`src/rtl/rd_arb_pkg.sv`:
```
// Shared types and constants for the AXI4-Lite read arbiter.
package rd_arb_pkg;

  // Arbiter transaction phases; one outstanding read at a time.
  typedef enum logic [1:0] {
    IDLE = 2'd0,
    ADDR = 2'd1,
    DATA = 2'd2,
    RESP = 2'd3
  } state_e;

  // Requester identity, also the encoding of arb_owner.
  localparam logic OWN_IFU = 1'b0;
  localparam logic OWN_LSU = 1'b1;

  // AXI read response codes; the arbiter passes them through untouched.
  localparam logic [1:0] OKAY   = 2'b00;
  localparam logic [1:0] SLVERR = 2'b10;
  localparam logic [1:0] DECERR = 2'b11;

endpackage

```
`src/rtl/axi_rd_arbiter_if.sv`:
```
// Single-beat AXI4-Lite read channel (AR + R) bundle.
//
// Handshake rules for both channels: a beat transfers on the rising clock
// edge where valid and ready are both 1. valid never waits on ready; once
// valid is raised, valid and its payload stay stable until that transfer.
// ready may be raised before, with or after valid.
interface axi_rd_arbiter_if #(
  parameter int ADDR_W = 32,
  parameter int DATA_W = 64
);
  logic [ADDR_W-1:0] araddr;
  logic              arvalid;
  logic              arready;
  logic              rvalid;
  logic              rready;
  logic [DATA_W-1:0] rdata;
  logic [1:0]        rresp;

  // Side that issues reads.
  modport master (
    output araddr, arvalid, rready,
    input  arready, rvalid, rdata, rresp
  );

  // Side that serves reads.
  modport slave (
    input  araddr, arvalid, rready,
    output arready, rvalid, rdata, rresp
  );
endinterface

```
`src/rtl/rd_arb_pick.sv`:
```
// Combinational grant selection between the IFU and LSU read requests.
// Macro RD_ARB_RR_EN selects round-robin; undefined gives fixed LSU priority.
module rd_arb_pick
  import rd_arb_pkg::*;
(
  input  logic ifu_valid_i,
  input  logic lsu_valid_i,
  input  logic ptr_i,      // last winner (round-robin only)
  output logic grant_o,    // some request is present
  output logic owner_o     // winning requester
);

  assign grant_o = ifu_valid_i | lsu_valid_i;

`ifdef RD_ARB_RR_EN
  // On a tie the requester that did not win last time is chosen.
  always_comb begin
    owner_o = OWN_IFU;
    if (ifu_valid_i && lsu_valid_i) begin
      owner_o = ~ptr_i;
    end else if (lsu_valid_i) begin
      owner_o = OWN_LSU;
    end
  end
`else
  // Fixed priority: the LSU always wins, so the pointer has no role.
  logic unused_ptr;
  assign unused_ptr = ptr_i;

  always_comb begin
    owner_o = OWN_IFU;
    if (lsu_valid_i) begin
      owner_o = OWN_LSU;
    end
  end
`endif

endmodule

```
`src/rtl/axi_rd_arbiter.sv`:
```
// Shares one single-beat AXI4-Lite read channel between the IFU and LSU.
// Reads are serialised (IDLE -> ADDR -> DATA -> RESP); the read data is
// registered before it is returned to the winner.
// Optional macro RD_ARB_RR_EN: round-robin instead of fixed LSU priority.
module axi_rd_arbiter
  import rd_arb_pkg::*;
#(
  parameter int ADDR_W = 32,
  parameter int DATA_W = 64
) (
  input  logic                  clock,
  input  logic                  reset,     // asynchronous, active low
  axi_rd_arbiter_if.slave       ifu,
  axi_rd_arbiter_if.slave       lsu,
  axi_rd_arbiter_if.master      mem,
  output logic                  arb_busy,
  output logic                  arb_owner,
  output state_e                arb_state  // FSM state for observation
);

  state_e            state_q, state_d;
  logic [ADDR_W-1:0] addr_q, addr_d;
  logic [DATA_W-1:0] data_q, data_d;
  logic [1:0]        resp_q, resp_d;
  logic              owner_q, owner_d;
  logic              ptr;
  logic              grant_any;
  logic              grant_owner;
  logic              resp_valid;
  logic              owner_rready;

  rd_arb_pick u_pick (
    .ifu_valid_i (ifu.arvalid),
    .lsu_valid_i (lsu.arvalid),
    .ptr_i       (ptr),
    .grant_o     (grant_any),
    .owner_o     (grant_owner)
  );

`ifdef RD_ARB_RR_EN
  logic ptr_q, ptr_d;

  // Last-winner pointer, moved on every grant taken in IDLE.
  always_comb begin
    ptr_d = ptr_q;
    if (state_q == IDLE && grant_any) begin
      ptr_d = grant_owner;
    end
  end

  // Pointer register.
  always_ff @(posedge clock or negedge reset) begin
    if (!reset) begin
      ptr_q <= OWN_IFU;
    end else begin
      ptr_q <= ptr_d;
    end
  end

  assign ptr = ptr_q;
`else
  assign ptr = OWN_IFU;
`endif

  assign owner_rready = (owner_q == OWN_LSU) ? lsu.rready : ifu.rready;

  // Next-state logic and per-phase handshake outputs.
  always_comb begin
    state_d     = state_q;
    addr_d      = addr_q;
    data_d      = data_q;
    resp_d      = resp_q;
    owner_d     = owner_q;
    ifu.arready = 1'b0;
    lsu.arready = 1'b0;
    mem.arvalid = 1'b0;
    mem.rready  = 1'b0;
    resp_valid  = 1'b0;
    unique case (state_q)
      IDLE: begin
        // arready is combinational; keep it low while reset is held.
        if (grant_any && reset) begin
          ifu.arready = (grant_owner == OWN_IFU);
          lsu.arready = (grant_owner == OWN_LSU);
          owner_d     = grant_owner;
          addr_d      = (grant_owner == OWN_LSU) ? lsu.araddr : ifu.araddr;
          state_d     = ADDR;
        end
      end
      ADDR: begin
        mem.arvalid = 1'b1;
        if (mem.arready) begin
          state_d = DATA;
        end
      end
      DATA: begin
        mem.rready = 1'b1;
        if (mem.rvalid) begin
          data_d  = mem.rdata;
          resp_d  = mem.rresp;
          state_d = RESP;
        end
      end
      RESP: begin
        resp_valid = 1'b1;
        if (owner_rready) begin
          state_d = IDLE;
        end
      end
      default: state_d = IDLE;
    endcase
  end

  // State, latched request and captured response registers.
  always_ff @(posedge clock or negedge reset) begin
    if (!reset) begin
      state_q <= IDLE;
      addr_q  <= '0;
      data_q  <= '0;
      resp_q  <= OKAY;
      owner_q <= OWN_IFU;
    end else begin
      state_q <= state_d;
      addr_q  <= addr_d;
      data_q  <= data_d;
      resp_q  <= resp_d;
      owner_q <= owner_d;
    end
  end

  // Memory address is the latched one, stable for the whole ADDR phase.
  assign mem.araddr = addr_q;

  // Only the owner sees the response; the other requester reads zeros.
  assign ifu.rvalid = resp_valid && (owner_q == OWN_IFU);
  assign lsu.rvalid = resp_valid && (owner_q == OWN_LSU);
  assign ifu.rdata  = (owner_q == OWN_IFU) ? data_q : '0;
  assign lsu.rdata  = (owner_q == OWN_LSU) ? data_q : '0;
  assign ifu.rresp  = (owner_q == OWN_IFU) ? resp_q : OKAY;
  assign lsu.rresp  = (owner_q == OWN_LSU) ? resp_q : OKAY;

  assign arb_busy  = (state_q != IDLE);
  assign arb_owner = owner_q;
  assign arb_state = state_q;

endmodule

```
`src/flat_wrapper.sv`:
```
// flat-port wrapper written by rule: the top's interface ports become plain ports
module axi_rd_arbiter_flat import rd_arb_pkg::*;
#(
  parameter int ADDR_W = 32,
  parameter int DATA_W = 64
)
  (clock, reset, arb_busy, arb_owner, arb_state, ifu_araddr, ifu_arvalid, ifu_rready, ifu_arready, ifu_rvalid, ifu_rdata, ifu_rresp, lsu_araddr, lsu_arvalid, lsu_rready, lsu_arready, lsu_rvalid, lsu_rdata, lsu_rresp, mem_araddr, mem_arvalid, mem_rready, mem_arready, mem_rvalid, mem_rdata, mem_rresp);
  axi_rd_arbiter_if #(.ADDR_W(ADDR_W), .DATA_W(DATA_W)) ifu_i ();
  axi_rd_arbiter_if #(.ADDR_W(ADDR_W), .DATA_W(DATA_W)) lsu_i ();
  axi_rd_arbiter_if #(.ADDR_W(ADDR_W), .DATA_W(DATA_W)) mem_i ();
  input  logic clock;
  input  logic reset;
  output logic arb_busy;
  output logic arb_owner;
  output state_e arb_state;
  input wire logic [$bits(ifu_i.araddr)-1:0] ifu_araddr;
  input wire logic [$bits(ifu_i.arvalid)-1:0] ifu_arvalid;
  input wire logic [$bits(ifu_i.rready)-1:0] ifu_rready;
  output wire logic [$bits(ifu_i.arready)-1:0] ifu_arready;
  output wire logic [$bits(ifu_i.rvalid)-1:0] ifu_rvalid;
  output wire logic [$bits(ifu_i.rdata)-1:0] ifu_rdata;
  output wire logic [$bits(ifu_i.rresp)-1:0] ifu_rresp;
  input wire logic [$bits(lsu_i.araddr)-1:0] lsu_araddr;
  input wire logic [$bits(lsu_i.arvalid)-1:0] lsu_arvalid;
  input wire logic [$bits(lsu_i.rready)-1:0] lsu_rready;
  output wire logic [$bits(lsu_i.arready)-1:0] lsu_arready;
  output wire logic [$bits(lsu_i.rvalid)-1:0] lsu_rvalid;
  output wire logic [$bits(lsu_i.rdata)-1:0] lsu_rdata;
  output wire logic [$bits(lsu_i.rresp)-1:0] lsu_rresp;
  output wire logic [$bits(mem_i.araddr)-1:0] mem_araddr;
  output wire logic [$bits(mem_i.arvalid)-1:0] mem_arvalid;
  output wire logic [$bits(mem_i.rready)-1:0] mem_rready;
  input wire logic [$bits(mem_i.arready)-1:0] mem_arready;
  input wire logic [$bits(mem_i.rvalid)-1:0] mem_rvalid;
  input wire logic [$bits(mem_i.rdata)-1:0] mem_rdata;
  input wire logic [$bits(mem_i.rresp)-1:0] mem_rresp;
  assign ifu_i.araddr = ifu_araddr;
  assign ifu_i.arvalid = ifu_arvalid;
  assign ifu_i.rready = ifu_rready;
  assign ifu_arready = ifu_i.arready;
  assign ifu_rvalid = ifu_i.rvalid;
  assign ifu_rdata = ifu_i.rdata;
  assign ifu_rresp = ifu_i.rresp;
  assign lsu_i.araddr = lsu_araddr;
  assign lsu_i.arvalid = lsu_arvalid;
  assign lsu_i.rready = lsu_rready;
  assign lsu_arready = lsu_i.arready;
  assign lsu_rvalid = lsu_i.rvalid;
  assign lsu_rdata = lsu_i.rdata;
  assign lsu_rresp = lsu_i.rresp;
  assign mem_araddr = mem_i.araddr;
  assign mem_arvalid = mem_i.arvalid;
  assign mem_rready = mem_i.rready;
  assign mem_i.arready = mem_arready;
  assign mem_i.rvalid = mem_rvalid;
  assign mem_i.rdata = mem_rdata;
  assign mem_i.rresp = mem_rresp;
  axi_rd_arbiter #(.ADDR_W(ADDR_W), .DATA_W(DATA_W)) u_core (.clock(clock), .reset(reset), .ifu(ifu_i), .lsu(lsu_i), .mem(mem_i), .arb_busy(arb_busy), .arb_owner(arb_owner), .arb_state(arb_state));
endmodule
```
`config.mk`:
```
export PLATFORM = sky130hd
export DESIGN_NAME = axi_rd_arbiter_flat
export DESIGN_NICKNAME = d
export VERILOG_FILES = /design/src/rtl/rd_arb_pkg.sv /design/src/rtl/axi_rd_arbiter_if.sv /design/src/rtl/rd_arb_pick.sv /design/src/rtl/axi_rd_arbiter.sv /design/src/flat_wrapper.sv
export SDC_FILE = /design/constraint.sdc
export NUM_CORES = 1
export LEC_CHECK = 0
export BUFFER_PORTS_ARGS = -buffer_cell sky130_fd_sc_hd__buf_2
export CORE_AREA = 2 2 121 123
export DETAILED_ROUTE_END_ITERATION = 8
export DIE_AREA = 0 0 123 125
export PLACE_DENSITY = 0.71
export SYNTH_ARGS = -nofsm -noshare
export SYNTH_HDL_FRONTEND = slang
export SYNTH_SLANG_ARGS = --single-unit
```
`constraint.sdc`:
```
create_clock -name clock -period 1.62 [get_ports clock]
set_clock_uncertainty 0.15 [all_clocks]
set_input_delay 0 -clock clock [delete_from_list [all_inputs] [get_ports clock]]
set_output_delay 0 -clock clock [all_outputs]
set_load 0.02 [all_outputs]
```
==> Word-level counts from Yosys, hierarchy flattened <==
Index checks and enable logic that the tools add are counted.
{ "totals": {"regBits": 101, "inputBits": 138, "out_inout_bits": 174, "wordCells": 42} }
{ "op_classes": {"n_eq_ne": 7, "mux": 19, "bitwise": 3, "reduce_logical": 8} }
{ "ops": {"columns": ["operator", "n"], "rows": [
  ["2-to-1 mux 64 bit", 2],
  ["2-to-1 mux 32 bit", 1],
  ["2-to-1 mux 2 bit", 6],
  ["2-to-1 mux 1 bit", 9],
  ["case mux 2 bit (4 select lines)", 1],
  ["== test 2 bit, second input constant", 2],
  ["inequality test 2 x 1 -> 1 bit, second input constant", 2],
  ["inequality test 2 bit, second input constant", 2],
  ["AND reduction 2 bit", 2],
  ["AND reduction 4 bit", 1],
  ["logical AND 1 bit", 3],
  ["== test 2 x 1 -> 1 bit, second input constant", 1],
  ["logical NOT 2 bit", 1],
  ["inverter 1 bit", 2],
  ["nonzero test 2 bit", 1],
  ["bitwise OR 1 bit", 1]
]} }

==> Longest topological paths before layout <==
Gate-level depths: netlist of the first run.
{ "depth": {"word_depth": 4, "depth_mapped": 7} }

==> Cells and area by module <==
Synthesis of the first run repeated with hierarchy kept, for this count alone.
{ "unflattened": {"hier_cells": 454, "area_unflattened_um2": 5027.3} }
{ "by_module_without_submodules": {"columns": ["module", "n_inst", "cells_per_inst", "area_each_um2", "seq_area_each_um2"], "rows": [
  ["axi_rd_arbiter", 1, 452, 5013.6, 2527.4],
  ["rd_arb_pick", 1, 2, 13.8, 0.0]
]} }

==> Worst setup path before layout of the first run <==
OpenSTA, ideal clock, no wires.
{ "synth_timing": {"path_kind": "reg2reg", "start": "register u_core.state_q[0], in the netlist u_core.arb_state[0]", "end": "register u_core.data_q[0]", "setup_time_ns": 0.128, "arrival_ns": 1.766, "setup_slack_ns": -0.423, "path_stages_with_launch": 7, "path_buffers": 2, "period_less_slack_ns": 2.043, "path_cell_list": "dfrtp_1 > inv_1 > ha_1 > nand2_1 > buf_2 > buf_2 > mux2_1"} }
{ "synth_between": {"elab_chain_len": 2} }
{ "synth_rtl": {"columns": ["element", "line", "text"], "rows": [
  ["start: declaration", "axi_rd_arbiter.sv:21", "state_e state_q, state_d;"],
  ["start signal: assignment", "axi_rd_arbiter.sv:123", "state_q <= state_d;"],
  ["== test 2 bit", "axi_rd_arbiter.sv:79", "unique case (state_q)"],
  ["AND reduction 2 bit (no source line)", null, null],
  ["end signal: assignment", "axi_rd_arbiter.sv:125", "data_q <= data_d;"],
  ["end: declaration", "axi_rd_arbiter.sv:23", "logic [DATA_W-1:0] data_q, data_d;"]
]} }
Every way passes these cells.
A chain may end at the register's enable or synchronous reset.

==> Worst setup path in the final report of the first run <==
{ "layout_timing": {"start": "register u_core.state_q[0], in the netlist u_core.arb_state[0]", "end": "register u_core.data_q[50]"} }
The elaborated chain is that of the path after synthesis.

==> out/qor.csv, run 1 <==
metric;value;unit
Layout area overhead;86.7;%
worst setup path category;reg -> reg;
Final period util;1.13;
fin. max-slew vios;0;
Critical Path AT;1.91;ns
CTS buffer count;9;
vias in the first global route;5303;
Worst Path Required;1.69;ns
clock latency on the worst-skew pair;0.33;ns
CP endpoint kind;flip-flop;
initial core utilization;0.355;
Max Freq;545;MHz
area of the core;14200;sq um
DRT antenna net count;0;
Power Density;1920;nW/um^2
Max Cap Violations;0;
Power, Total;18.0;mW
final sum of negative setup slack;-13.97;ns
synth warn;0;
synthesis-stage register bit count;101;
Post-synth top flop;dfrtp_1;
chip width;123;um
min setup slack post-route;-0.216;ns
Initial DRT Pass Iterations;4;
worst reg-to-reg path cell count;7;
r2r setup slk;-0.22;ns
row cnt;44;
hold-critical path depth;5;
RR Startpoint;u_core.arb_state[0]$_DFFE_PN0P_;
Yosys top cell by area;dfrtp_1;
synthesized area per cell;11.8;sq um
Post-synth EDFFs;0;
failing checks;negative setup slack;
CTS tree;yes;
syn_nets;569;
worst min path class;in -> reg;
post-place setup slack;-0.215;ns
die area;15400;sq um
count of input and output buffers;311;
post-placement cell area;7050;sq um
Netlist Area Pre-Place;5040;sq um
sequential-to-total area share from yosys stat;0.502;
synth cell count leaders;dfrtp_1, nor2b_1, and2_1;
largest net degree at the start of global routing;83;
asr flop ratio synth;1.00;
synth unique cells;22;
Remaining Overflow, GRT;0;
final setup vio count;104;
clk sinks;101;
root buf cell;clkbuf_16;
initial antenna violation count;0;
hold wc startpoint;ifu_rready;
Clock transition at path regs;0.07;ns
status;complete, but fails checks;
layout cell share with drive strength beyond 1;0.524;
RSZ-0062 raised after global routing;yes;
final critical-path required period;1.84;ns
Die Ht;125;um
P_leak;4.86;nW
final wirelength;18800;um
Cells after Synth;426;
final instance area;9410;sq um
overall routing resource usage;0.219;
n_diodes;0;
CP startpoint kind;flip-flop;
final RePlAce weighted congestion;0.777;
htree depth;3;
Via density;4.86;
worst r2r dst;u_core.data_q[50]$_DFFE_PN0P_;
number of hold violations in the final report;0;
Synth area leaders;dfrtp_1, mux2_1, nor2b_1;
total number of vias;5215;
most common cell in the netlist;dfrtp_1;
drt wl/cell;17.5;um
nets@finish;1027;
FILL cells;982;
CP max FO;8;
clk buf depth;2;
Ports;312;
Max rail drop VDD;0.000851;V
first-pass GRT wire length;26500;um
Yosys top cell area share;0.502;
DPL Wire Length;10600;um
worst hold endpoint;u_core.arb_state[1]$_DFFE_PN0P_;
DRC viols;0;
Rel. slew slack;0.670;
Worst-Margin Slew;0.495;ns
DRT iter0 DRCs;216;
[per-stage QoR]
stage | std cells | hold slack (ns) | utilization
floorplan | 426 | -0.446 | -
global placement | 902 | -0.299 | 0.496
detailed placement | 902 | -0.302 | 0.496
CTS | 1056 | 0.0572 | 0.621
global route | 1073 | 0.0832 | 0.662
finish | 1073 | 0.0642 | 0.662
[where the power goes]
part	internal, mW	switching [mW]	total [mW]
logic	5.37	5.76	11.1
clock network	1.10	0.944	2.04
registers	3.82	1.04	4.86
total	10.3	7.75	18.0
[cell families after synthesis]
kind of cell / share of synthesized area
AO/OA/AOI/OAI: 0.0720
buffers and inverters: 0.0445
AND/OR/NAND/NOR: 0.218
multiplexers: 0.152
flip-flops: 0.502
adder cells (fa/ha/maj): 0.0124
[timing repair]
| item | 4_1_cts | 5_1_grt |
|---|---|---|
| hold endpoints to repair | 200 | 0 |
| hold buffers | 133 | 0 |
| gates cloned | 4 | 7 |
| gates resized for setup | 5 | 86 |
| buffers inserted | 1 | 11 |
| pin swaps | 1 | 26 |
| setup endpoints to repair | 123 | 193 |
[worst max path at each step]
stage / start / to / slack (ns) / cells after the start
floorplan: u_core.arb_state[0]$_DFFE_PN0P_ / u_core.mem.araddr[23]$_DFFE_PN0P_ / -0.17 / 6
global placement: u_core.arb_state[1]$_DFFE_PN0P_ / u_core.arb_state[1]$_DFFE_PN0P_ / -0.08 / 5
detailed placement: u_core.arb_state[1]$_DFFE_PN0P_ / u_core.arb_state[1]$_DFFE_PN0P_ / -0.21 / 5
CTS: u_core.arb_state[1]$_DFFE_PN0P_ / u_core.arb_state[1]$_DFFE_PN0P_ / -0.23 / 5
global route: u_core.arb_state[0]$_DFFE_PN0P_ / u_core.arb_state[1]$_DFFE_PN0P_ / -0.26 / 5
finish: u_core.arb_state[0]$_DFFE_PN0P_ / u_core.data_q[50]$_DFFE_PN0P_ / -0.22 / 7
[registers in the layout, summed over array words and instances, names as in the netlist]
name and flops:
u_core.resp_q 2, u_core.arb_owner 1, u_core.data_q 64, u_core.mem.araddr 32, u_core.arb_state 2
[worst max-delay path, cell delays in order (launching register included)]
cell and delay [ns]:
dfrtp_2 0.46, inv_4 0.11, ha_4 0.17, buf_12 0.11
nand2_8 0.10, buf_12 0.16, clkbuf_16 0.16, mux2_4 0.30
[area by class of cell]
type                       count  area [sq um]  share of cell area
timing repair buffer         484          3610               0.384
multi-input combinational    281          2720               0.289
sequential                   101          2530               0.269
clock buffer                  12           246              0.0262
tap                          184           230              0.0245
clock inverter                 4          32.5             0.00346
inverter                       7          31.3             0.00332
[per-layer routing]
metal  global-route usage  routed length, um  up-vias
li1                     -                  -     2389
met1                0.249               7300     2517
met2                0.397               9580      271
met3               0.0456               1420       38
met4               0.0802                512        0
met5                    0                  0        -
[cells in the final DEF (no fill, tap or decap), types with 2 or more instances in the layout]
master and count:
nor3b_2 12, dfrtp_1 98, nor2b_2 7, and2_1 66, buf_4 23, ha_4 3, dfrtp_2 2, clkbuf_16 15
nor3b_1 18, a221o_1 32, clkinvlp_4 2, buf_6 6, nor3b_4 2, buf_12 14, nand2_1 2, inv_4 2
clkbuf_1 2, mux2_4 66, dlygate4sd3_1 133, buf_2 297, buf_16 4, inv_1 5, nor2b_1 59
No activity file was read; power rests on OpenSTA's default activity.
==> run 2, diff against run 1 <==
--- a/config.mk
+++ b/config.mk
@@ -10,6 +10,7 @@
 export DETAILED_ROUTE_END_ITERATION = 8
 export DIE_AREA = 0 0 123 125
 export PLACE_DENSITY = 0.71
+export SKIP_CTS_REPAIR_TIMING = 1
 export SYNTH_ARGS = -nofsm -noshare
 export SYNTH_HDL_FRONTEND = slang
 export SYNTH_SLANG_ARGS = --single-unit
==> out/qor.csv, run 2 (synthesis results as in run 1) <==
metric;value;unit;change
Final period util;1.15;;+0.0119
largest net degree at the start of global routing;83;;unchanged
Power Density;1920;nW/um^2;about the same
first-pass GRT wire length;21300;um;-20%
Die Ht;125;um;unchanged
Top Metal Used;met4;;
Worst-Margin Slew;0.488;ns;-0.00663 ns
CP max FO;13;;+5
fin. max-slew vios;0;;unchanged
Critical Path AT;1.98;ns;+0.07 ns
overall routing resource usage;0.175;;-0.0435
RR Startpoint;u_core.arb_state[1]$_DFFE_PN0P_;;
status;complete, but fails checks;;
Layout area overhead;82.6;%;
Slowest cell on crit path;dfrtp_2;;
final wirelength;18600;um;-0.97%
final critical-path required period;1.86;ns;+0.0192 ns
CP cell instances;inv_2, ha_4, o211ai_4, buf_4, buf_12, nor3b_1, a221o_1;;
total number of vias;5203;;-0.23%
Worst Path Required;1.75;ns;+0.06 ns
Clock transition at path regs;0.07;ns;about the same
hold wc startpoint;ifu_rready;;
CTS buffer count;9;;unchanged
CP startpoint;u_core.arb_state[1]$_DFFE_PN0P_;;
met3 wire length;1420;um;-0.28%
DPL Wire Length;10600;um;unchanged
RSZ-0062 raised after global routing;yes;;
nets@finish;1022;;-0.49%
htree depth;3;;unchanged
P_leak;4.73;nW;-2.5%
chip width;123;um;unchanged
Remaining Overflow, GRT;0;;unchanged
Top reg by flops;u_core.data_q;;
CTS tree;yes;;
n_diodes;0;;unchanged
most frequent cells in the layout;buf_2, dlygate4sd3_1, dfrtp_1, and2_1, nor2b_1;;
Rel. slew slack;0.674;;+0.00442
Max Freq;539;MHz;-1.0%
number of hold violations in the final report;0;;unchanged
area of the core;14200;sq um;unchanged
met1 WL;7320;um;+0.19%
Power, Total;17.6;mW;-2.2%
Initial DRT Pass Iterations;4;;unchanged
die area;15400;sq um;unchanged
DRT iter0 DRCs;200;;-7.4%
initial antenna violation count;0;;unchanged
clk sinks;101;;unchanged
worst min path class;in -> reg;;
clock latency on the worst-skew pair;0.34;ns;about the same
Psw;7.67;mW;-1.0%
sw frac;0.435;;+0.00524
Post-Layout Cell Count;1068;;-0.47%
final setup vio count;165;;+59%
final RePlAce weighted congestion;0.777;;unchanged
Ports;312;;unchanged
CP startpoint kind;flip-flop;;
Int Pwr;9.96;mW;-3.1%
layout cell share with drive strength beyond 1;0.519;;-0.00495
final sum of negative setup slack;-14.19;ns;-0.226 ns
DRT antenna net count;0;;unchanged
min setup slack post-route;-0.235;ns;-0.0192 ns
FILL cells;1005;;+2.3%
worst setup path category;reg -> reg;;
Max Cap Violations;0;;unchanged
CP endpoint kind;flip-flop;;
clock share of power;0.118;;+0.005
clk buf depth;2;;unchanged
Seq pwr share;0.273;;+0.003
DRC viols;0;;unchanged
Max stage delay on crit path;0.45;ns;about the same
failing checks;negative setup slack;;
Via density;4.87;;+0.24%
Comb pwr share;0.610;;-0.007
dpl cells;902;;unchanged
row cnt;44;;unchanged
root buf cell;clkbuf_16;;
length of routed met2 wiring;9490;um;-1.0%
initial core utilization;0.355;;unchanged
commonest non-fill, non-tap cell in the layout;buf_2;;
Max rail drop VDD;0.000883;V;+3.7%
count of input and output buffers;311;;unchanged
drt wl/cell;17.5;um;-0.50%
Hold WS;0.0671;ns;+0.00292 ns
vias in the first global route;4286;;-19%
max reg flops;64;;unchanged
## run 2: cell count changes in the layout (fill, tap and decap cells not counted), sizes merged
| cell | before | now |
|---|---|---|
| buf | 345 | 338 |
| clkbuf | 18 | 19 |
| nand2 | 3 | 4 |
## run 2: path summary, 6_finish.rpt
path | cells after the start | slack [ns] | to
min | 5 | 0.07 | u_core.arb_state[1]$_DFFE_PN0P_
max reg2reg | 7 | -0.24 | u_core.mem.araddr[8]$_DFFE_PN0P_
max in group asynchronous | 3 | 0.60 | u_core.arb_owner$_DFFE_PN0P_
max | 7 | -0.24 | u_core.mem.araddr[8]$_DFFE_PN0P_
min reg2reg | 1 | 0.37 | u_core.mem.araddr[5]$_DFFE_PN0P_
min in group asynchronous | 3 | 0.15 | u_core.mem.araddr[19]$_DFFE_PN0P_
## run 2: power by group through the flow
stage	logic, mW	clock network (mW)	registers [mW]
after floorplan	6.15	0	4.96
after global placement	9.31	0	4.69
after detailed placement	9.47	0	4.77
after CTS	9.48	2.09	4.75
after global routing	11.4	2.21	4.96
final	10.7	2.08	4.81
## run 2: layer usage
layer	vias up	GRT usage
met5	-	0
met1	2541	0.208
met4	0	0.0662
li1	2369	-
met3	28	0.0365
met2	265	0.309
## run 2: final cells by class
class / count / area [sq um] / area share
multi-input combinational: 282 / 2690 / 0.292
inverter: 7 / 28.8 / 0.00313
tap: 184 / 230 / 0.0250
clock inverter: 4 / 32.5 / 0.00354
clock buffer: 12 / 246 / 0.0268
timing repair buffer: 478 / 3440 / 0.374
sequential: 101 / 2530 / 0.275
## run 2: through the flow
stage	setup WS, ns	cell area, sq um	util
floorplan	-0.173	5260	-
global placement	-0.0776	7050	0.496
detailed placement	-0.215	7050	0.496
CTS	-0.316	7330	0.516
global route	-0.271	9200	0.648
finish	-0.235	9200	0.648
## run 2: critical path: cells and delay by family, from the launching register on
family | cells | cell delay, ns
buffers and inverters | 3 | 0.42
DFF | 1 | 0.45
and+or+nand+nor | 1 | 0.31
AOI/OAI and AO/OA | 2 | 0.29
adders and majority gates | 1 | 0.17
==> run 3, diff against run 2 <==
--- a/config.mk
+++ b/config.mk
@@ -9,7 +9,7 @@
 export CORE_AREA = 2 2 121 123
 export DETAILED_ROUTE_END_ITERATION = 8
 export DIE_AREA = 0 0 123 125
-export PLACE_DENSITY = 0.71
+export PLACE_DENSITY = 0.72
 export SKIP_CTS_REPAIR_TIMING = 1
 export SYNTH_ARGS = -nofsm -noshare
 export SYNTH_HDL_FRONTEND = slang
==> constraint.sdc (replaced) <==
create_clock -name clock -period 1.62 [get_ports clock]
set_clock_uncertainty 0.15 [all_clocks]
set_input_delay 0.081 -clock clock [delete_from_list [all_inputs] [get_ports clock]]
set_output_delay 0.081 -clock clock [all_outputs]
set_load 0.02 [all_outputs]
==> out/qor.csv, run 3 (synthesis results as in run 1) <==
metric;value;unit;change
clk buf depth;2;;unchanged
post-place setup slack;-0.131;ns;+0.0834 ns
overall routing resource usage;0.169;;-0.00603
Max rail drop VDD;0.00100;V;+13%
Power, Total;22.7;mW;+29%
clock latency on the worst-skew pair;0.34;ns;about the same
Worst Path Required;1.39;ns;-0.36 ns
root buf cell;clkbuf_16;;
P_leak;5.36;nW;+13%
Clock transition at path regs;0.07;ns;about the same
final critical-path required period;1.84;ns;-0.0160 ns
DRT iter0 DRCs;277;;+39%
max reg flops;64;;unchanged
status;complete, but fails checks;;
DPL Wire Length;10200;um;-3.9%
Via density;5.07;;+4.0%
hold-critical path depth;3;;-2
CP startpoint;u_core.arb_owner$_DFFE_PN0P_;;
final RePlAce weighted congestion;0.756;;-2.8%
Critical Path AT;1.61;ns;-0.37 ns
RR Startpoint;u_core.arb_state[0]$_DFFE_PN0P_;;
CTS tree;yes;;
worst reg-to-reg path cell count;5;;-2
initial core utilization;0.355;;unchanged
nets@finish;1051;;+2.8%
failing checks;negative hold slack, negative setup slack;;
worst min path class;in -> reg;;
final core utilization;0.752;;+0.104
total number of vias;5564;;+6.9%
worst setup path category;reg -> out;;
Post-Layout Cell Count;1098;;+2.8%
CP startpoint kind;flip-flop;;
final wirelength;22900;um;+23%
largest net degree at the start of global routing;96;;+16%
RSZ-0062 raised after global routing;yes;;
clk sinks;101;;unchanged
fin. max-slew vios;0;;unchanged
most frequent cells in the layout;buf_2, dlygate4sd3_1, buf_6, dfrtp_1, mux2_4;;
Initial DRT Pass Iterations;5;;+1
initial antenna violation count;1;;+1
chip width;123;um;unchanged
Max Freq;544;MHz;+0.87%
DRT antenna net count;0;;unchanged
count of input and output buffers;311;;unchanged
Worst-Margin Slew;0.508;ns;+0.0201 ns
r2r setup slk;-0.19;ns;+0.05 ns
Ports;312;;unchanged
dpl cells;907;;+0.55%
Power Density;2130;nW/um^2;+11%
area of the core;14200;sq um;unchanged
htree depth;3;;unchanged
drt wl/cell;20.9;um;+20%
Hold WS;-0.0250;ns;-0.0921 ns
vias in the first global route;4054;;-5.4%
CP endpoint kind;primary output;;
final setup vio count;228;;+38%
CTS buffer count;9;;unchanged
commonest non-fill, non-tap cell in the layout;buf_2;;
Final period util;1.14;;-0.00985
row cnt;44;;unchanged
hold wc startpoint;ifu_araddr[11];;
first-pass GRT wire length;20300;um;-4.4%
Die Ht;125;um;unchanged
die area;15400;sq um;unchanged
Max Cap Violations;0;;unchanged
layout cell share with drive strength beyond 1;0.639;;+0.119
min setup slack post-route;-0.219;ns;+0.0160 ns
Top reg by flops;u_core.data_q;;
number of hold violations in the final report;2;;+2
Rel. slew slack;0.661;;-0.0134
Layout area overhead;112;%;
CP max FO;8;;-5
Remaining Overflow, GRT;0;;unchanged
DRC viols;0;;unchanged
==> run 3: changes by cell type in the layout (fill, tap and decap cells not counted), sizes merged <==
cell and change:
clkinvlp +1, diode +1, inv -1, buf +36, clkinv +1, dlygate4sd3 -17, clkbuf +9
==> run 3: per-layer routing <==
| layer | GRT usage | up-vias | share of wire |
|---|---|---|---|
| met5 | 0 | - | 0 |
| met1 | 0.204 | 2771 | 0.37 |
| met2 | 0.288 | 299 | 0.53 |
| met4 | 0.0662 | 0 | 0.030 |
| met3 | 0.0438 | 48 | 0.064 |
| li1 | - | 2446 | - |
==> run 3: worst max-delay path, stage by stage (launching register included) <==
cell	delay, ns
dfrtp_4	0.51
buf_12	0.15
buf_12	0.14
clkbuf_16	0.16
nor2b_1	0.14
buf_4	0.17
==> run 3: power by group <==
part           total [mW]  switching (mW)  internal (mW)
combinational        15.6            7.03           8.60
clock                2.08           0.990           1.09
sequential           4.99            1.17           3.82
total                22.7            9.19           13.5
==> run 3: worst paths after layout <==
| path | to |
|---|---|
| worst min register to register | u_core.mem.araddr[22]$_DFFE_PN0P_ |
| worst min-delay path | u_core.mem.araddr[11]$_DFFE_PN0P_ |
| worst max register to register | u_core.arb_state[1]$_DFFE_PN0P_ |
| max in group asynchronous | u_core.arb_owner$_DFFE_PN0P_ |
| worst max-delay path | ifu_rdata[48] |
| min in group asynchronous | u_core.mem.araddr[8]$_DFFE_PN0P_ |
==> run 3: cell type report <==
| type | count | area, sq um |
|---|---|---|
| flip-flops and latches | 101 | 2530 |
| fillers | 827 | 3530 |
| repair buffers | 507 | 4580 |
| clock inverters | 5 | 36.3 |
| well taps | 184 | 230 |
| clock buffers | 11 | 243 |
| inverters | 7 | 31.3 |
| multi-input cells | 282 | 3020 |
| diodes | 1 | 2.50 |
==> run 3: stage by stage <==
stage	setup TNS, ns	instance area, sq um
finish	-25.52	10700
CTS	-14.64	7350
global route	-35.45	10700
global placement	-1.91	7070
detailed placement	-3.28	7070
floorplan	-7.47	5260
